--- src/rtl/irq_gateway_pkg.sv ---
// Shared types for the interrupt gateway.
// Holds the per-source gateway state encoding.
package irq_gateway_pkg;

  typedef enum logic [1:0] {
    GW_IDLE,
    GW_PENDING,
    GW_CLAIMED
  } gw_state_t;

endpackage

--- src/rtl/irq_gateway_cell.sv ---
// One interrupt source: synchroniser, rise detect, 1-deep edge latch, FSM.
// Ports: clk, reset, src, claim/complete hits; req/claimed/drop outputs.
module irq_gateway_cell
  import irq_gateway_pkg::*;
#(
  parameter bit EDGE        = 1'b0,
  parameter int SYNC_STAGES = 2,
  parameter int ID          = 1
) (
  input  logic clk,
  input  logic reset,
  input  logic src,
  input  logic claim,
  input  logic complete,
  output logic req,
  output logic claimed,
  output logic drop
);

  if (ID < 1 || SYNC_STAGES < 1) begin : g_bad_cfg
    $error("irq_gateway_cell: bad ID or SYNC_STAGES");
  end

  logic [SYNC_STAGES-1:0] sync_q;
  logic [SYNC_STAGES:0]   vld_q;
  logic                   s;
  logic                   s_prev;
  logic                   rise;
  logic                   trig;
  logic                   latch_q;
  logic                   drop_q;
  gw_state_t              state_q;

  assign s = sync_q[SYNC_STAGES-1];

  // The chain is zeroed by reset, which is not a real sample of the
  // line; vld_q marks when s_prev holds a genuine post-reset value so
  // a line held high across reset does not look like a new edge.
  assign rise = EDGE & s & ~s_prev & vld_q[SYNC_STAGES];
  assign trig = EDGE ? (rise | latch_q) : s;

  always_ff @(posedge clk) begin
    if (reset) begin
      sync_q  <= '0;
      vld_q   <= '0;
      s_prev  <= 1'b0;
      latch_q <= 1'b0;
      drop_q  <= 1'b0;
      state_q <= GW_IDLE;
    end else begin
      sync_q[0] <= src;
      for (int k = 1; k < SYNC_STAGES; k++) begin
        sync_q[k] <= sync_q[k-1];
      end
      vld_q  <= {vld_q[SYNC_STAGES-1:0], 1'b1};
      s_prev <= s;
      drop_q <= 1'b0;
      case (state_q)
        GW_IDLE: begin
          if (trig) begin
            state_q <= GW_PENDING;
            // a fresh rise arriving with the latch also set is
            // kept as the next event rather than silently merged
            latch_q <= rise & latch_q;
          end
        end
        GW_PENDING: begin
          if (rise) begin
            if (latch_q) drop_q <= 1'b1;
            else         latch_q <= 1'b1;
          end
          if (claim) state_q <= GW_CLAIMED;
        end
        GW_CLAIMED: begin
          if (rise) begin
            if (latch_q) drop_q <= 1'b1;
            else         latch_q <= 1'b1;
          end
          if (complete) state_q <= GW_IDLE;
        end
        default: state_q <= GW_IDLE;
      endcase
    end
  end

  assign req     = (state_q == GW_PENDING);
  assign claimed = (state_q == GW_CLAIMED);
  assign drop    = drop_q;

endmodule

--- src/rtl/irq_gateway.sv ---
// Per-source interrupt gateways feeding the PLIC request vector.
// Ports: src_i raw lines, claim/complete strobes+IDs; req_o/claimed_o/drop_o.
module irq_gateway
  import irq_gateway_pkg::*;
#(
  parameter int               IRQ_CNT     = 8,
  parameter logic [IRQ_CNT:1] EDGE_MASK   = '0,
  parameter int               SYNC_STAGES = 2
) (
  input  logic                     clk,
  input  logic                     reset,
  input  logic [IRQ_CNT:1]         src_i,
  input  logic                     claim_i,
  input  logic [$clog2(IRQ_CNT):0] claim_id_i,
  input  logic                     complete_i,
  input  logic [$clog2(IRQ_CNT):0] complete_id_i,
  output logic [IRQ_CNT:1]         req_o,
  output logic [IRQ_CNT:1]         claimed_o,
  output logic [IRQ_CNT:1]         drop_o
);

  localparam int IDW = $clog2(IRQ_CNT) + 1;

  // ID 0 and IDs above IRQ_CNT never match any cell
  for (genvar i = 1; i <= IRQ_CNT; i++) begin : g_cell
    logic claim_hit;
    logic complete_hit;

    assign claim_hit    = claim_i    && (claim_id_i    == IDW'(i));
    assign complete_hit = complete_i && (complete_id_i == IDW'(i));

    irq_gateway_cell #(
      .EDGE        (EDGE_MASK[i]),
      .SYNC_STAGES (SYNC_STAGES),
      .ID          (i)
    ) u_cell (
      .clk      (clk),
      .reset    (reset),
      .src      (src_i[i]),
      .claim    (claim_hit),
      .complete (complete_hit),
      .req      (req_o[i]),
      .claimed  (claimed_o[i]),
      .drop     (drop_o[i])
    );
  end

endmodule

--- config.mk ---
export PLATFORM = sky130hd
export DESIGN_NAME = irq_gateway
export DESIGN_NICKNAME = d
export VERILOG_FILES = /design/src/rtl/irq_gateway_pkg.sv /design/src/rtl/irq_gateway_cell.sv /design/src/rtl/irq_gateway.sv
export SDC_FILE = /design/constraint.sdc
export NUM_CORES = 1
export LEC_CHECK = 0
export ABC_AREA = 0
export BUFFER_PORTS_ARGS = -buffer_cell sky130_fd_sc_hd__buf_2
export CORE_MARGIN = 4
export CORE_UTILIZATION = 54
export CTS_CLUSTER_SIZE = 10
export DETAILED_ROUTE_END_ITERATION = 10
export GPL_TIMING_DRIVEN = 0
export PLACE_DENSITY = 0.83
export SLEW_MARGIN = 40
export SYNTH_ARGS = -nofsm -noshare
export SYNTH_HDL_FRONTEND = slang
export SYNTH_SLANG_ARGS = --single-unit
--- constraint.sdc ---
create_clock -name clk -period 1.8 [get_ports clk]
set_input_delay 0.09 -clock clk [delete_from_list [all_inputs] [get_ports clk]]
set_output_delay 0.09 -clock clk [all_outputs]
set_load 0.01 [all_outputs]
==> results.md <==
* Seq. cell area at 640.6 sq um
* Reg power frac at roughly three fifths
* Clock network power share at 28.7%
* Initial DRC Count at 24
* Min cycle time layout at 1.256 ns
* Synth cell types at 30
* Clock skew at 0.01739 ns
* I/O Buffers at 35
* DRT Pass-1 Iters at 4
* Largest net degree at the start of global routing at 11
* Fmax at 796.1 MHz
* Filler Cell Count at ~200
* Core Area at 0.002500 sq mm
* Final Setup Violations at 0
* Die footprint at approximately 0.0035 sq mm
* CP Max Fanout at 4
* Final Util at about 72%
* Status: finished clean
* Int Power at 0.9670 mW
* Final Max Tran Viols at 0
* Post-Syn Area at approximately 0.0014 sq mm
* Crit-path leading delay family: flip-flops
* Hold Startpoint: complete_id_i[3]
* Crit-path cells: nor2b_1 -> buf_4 -> buf_2
* Power Dens Cells at 707.4 mW/mm^2
* Post-CTS Hold Fix Bufs at 8
* Synth Area per Inst at roughly 9.5 sq um
* First-pass GRT wire length at 4.685 mm
* Setup crit end kind: output pin
* Routed via count at 1176
* Vias per std cell at about 4.9
* Peak VDD IR at roughly 0.65 mV
* Clk_lat worst skew at roughly 0.32 ns
* Post-DP HPWL at 2.160 mm
* Synth warnings at 0
* Unrepaired setup endpoints after global routing: no
* Row cnt at 18
* Placer Congestion at 0.8227
* Leak Pwr at about 0.91 nW
* Logic gate share of total power at 12.7%
* Final Hold Viols at 0
* CTS sink cnt at 32
* Reg2reg setup slack at 0.94 ns
* Residual DRC at 0
* Area Growth Syn to Fin at 26.22%
* Worst Path Buf+Inv at 2
* Die Width at between 50 and 60 um
* Dpl cell area at 0.001670 sq mm
* Chip height at about 59 um
* Register area share after synthesis at 44.76%
* TritonCTS buffer count at 5
* Worst hold path type: primary input to register
* Initial Utilization at between 50% and 60%
* I/O pin count at 44
* Post-CTS Setup Bufs at 0
* Setup_tns at 0 ns
* CP max stage delay at 0.38 ns
* CP Class: register to output pin
* CTS Buffer Depth at 2
* Final instance area at 0.001807 sq mm
* Initial antenna violation count at 0
* Switching share of power at 24.34%
* Mapped Cells at 151
* Number of global-route vias before repair at between 1000 and 1500
* Slowest CP cell: dfxtp_1
* Routed length per instance at 12.22 um
* Layout net count at around 230
* Critical Path AT at 1.17 ns
* Post-CTS sizing at 0
* Post-DRT Antenna Nets at 0
* Clk slew on worst S/H paths at 0.10 ns
* Synth Register Bits at 32
* H-tree depth at 2
* Layout cell share with drive strength beyond 1 at 33.49%
* Ant diodes at 0
* Overflow after GRT at 0
* CTS tree: built
* Area of the multi-input gates at 618.1 sq um
* R2r startpoint: g_cell[5].u_cell.state_q[1]
* Startpoint type of the worst setup path: register
* MaxCap Viol Count at 0
* Final wirelength at slightly below 3 mm
* Final worst path period share at 69.79%
* Tot GR Track Use at 17.62%
* Critical Path Source: g_cell[8].u_cell.state_q[1]
* Clk root buf: clkbuf_4
* Critical Path RT at approximately 1.7 ns
* Sw Pwr at 0.3112 mW
[metrics by stage]
| step | hold slack (ns) | instances | power (mW) | setup WS (ns) |
|---|---|---|---|---|
| 2_1_floorplan | 0.1616 | 158 | 0.8565 | 1.037 |
| 3_3_place_gp | 0.2990 | 223 | 0.9056 | 0.8189 |
| 3_5_place_dp | 0.3029 | 223 | 0.9116 | 0.7563 |
| 4_1_cts | 0.004293 | 238 | 1.282 | 0.5549 |
| 5_1_grt | 0.09401 | 239 | 1.336 | 0.4695 |
| 6_report | 0.08107 | 239 | 1.278 | 0.5439 |
[placed cells by master, fill, tap and decap left out, types with 2 or more instances in the layout]
cell	n
o31ai_1	2
nand4b_1	5
nand3_1	4
clkbuf_1	3
o32ai_1	3
and3_1	2
nand2_1	4
o21ai_0	2
nor4_1	2
and3b_1	2
buf_4	25
nor2b_1	32
o211a_1	5
dlygate4sd3_1	9
dfxtp_1	32
conb_1	8
buf_2	35
a21oi_1	4
nor2_1	9
o21ai_1	2
nand2b_1	2
clkbuf_4	5
[per-layer routing]
layer	global-route usage, %	vias up	share of wire (%)
met4	8.414	0	2.1
met1	20.35	524	42
li1	-	602	-
met5	0	-	0
met3	4.575	9	6.1
met2	29.95	41	50
[final cells by class]
type,instances,area share (%)
Inverter,1,0.2078
Sequential cell,32,35.46
Buffer,27,10.80
Clock buffer,6,2.285
Timing Repair Buffer,44,14.68
Tap cell,30,2.078
Multi-Input combinational cell,98,34.21
Clock inverter,1,0.2770
[path summary, 6_finish.rpt]
kind,end,depth (start not counted)
max reg2reg,g_cell[5].u_cell.state_q[1],3
min,g_cell[2].u_cell.state_q[1],3
min reg2reg,g_cell[8].u_cell.sync_q[1],1
max,claimed_o[8],3
[power by group through the flow]
stage          registers, mW  clock network (mW)  logic, mW
3_5_place_dp           0.765                   0      0.146
4_1_cts                0.749               0.373      0.160
5_1_grt                0.753               0.404      0.179
2_1_floorplan          0.761                   0     0.0958
6_report               0.749               0.366      0.163
3_3_place_gp           0.763                   0      0.142
[tightest hold or removal path, stage by stage]
cell	delay [ns]
buf_2	0.11
nor4_1	0.06
o32ai_1	0.11
[logic make-up after synthesis]
logic type / count (synthesis) / synth area share (%)
AOI/OAI and AO/OA: 20 / 10.14
DFF: 32 / 44.75
and+or+nand+nor: 70 / 30.94
other: 1 / 0.2620
buffers and inverters: 28 / 13.90
[sequential cells by signal, indices dropped and copies added, names as in the netlist]
signal                 cells
g_cell.u_cell.state_q     16
g_cell.u_cell.sync_q      16
[cells in the mapped netlist]
cell	count	area [sq um]
dfxtp_1	32	640.6
nor2b_1	32	200.2
buf_4	25	187.7
nor2_1	9	33.78
nand4b_1	5	43.79
o211a_1	5	50.05
a21oi_1	4	20.02
nand2_1	4	15.01
nand3_1	4	20.02
o32ai_1	3	26.28
and3_1	2	12.51
and3b_1	2	17.52
clkbuf_1	2	7.510
nand2b_1	2	12.51
nor4_1	2	12.51
o21ai_0	2	10.01
o21ai_1	2	10.01
o31ai_1	2	15.01
a31oi_1	1	6.260
and3_4	1	11.26
conb_1	1	3.750
inv_1	1	3.750
nand3b_1	1	7.510
nor2b_2	1	8.760
nor3_1	1	5.000
nor3b_2	1	12.51
nor4_2	1	12.51
nor4b_1	1	8.760
o211ai_1	1	7.510
or3b_1	1	8.760
Power figures use the tool's default switching activity.
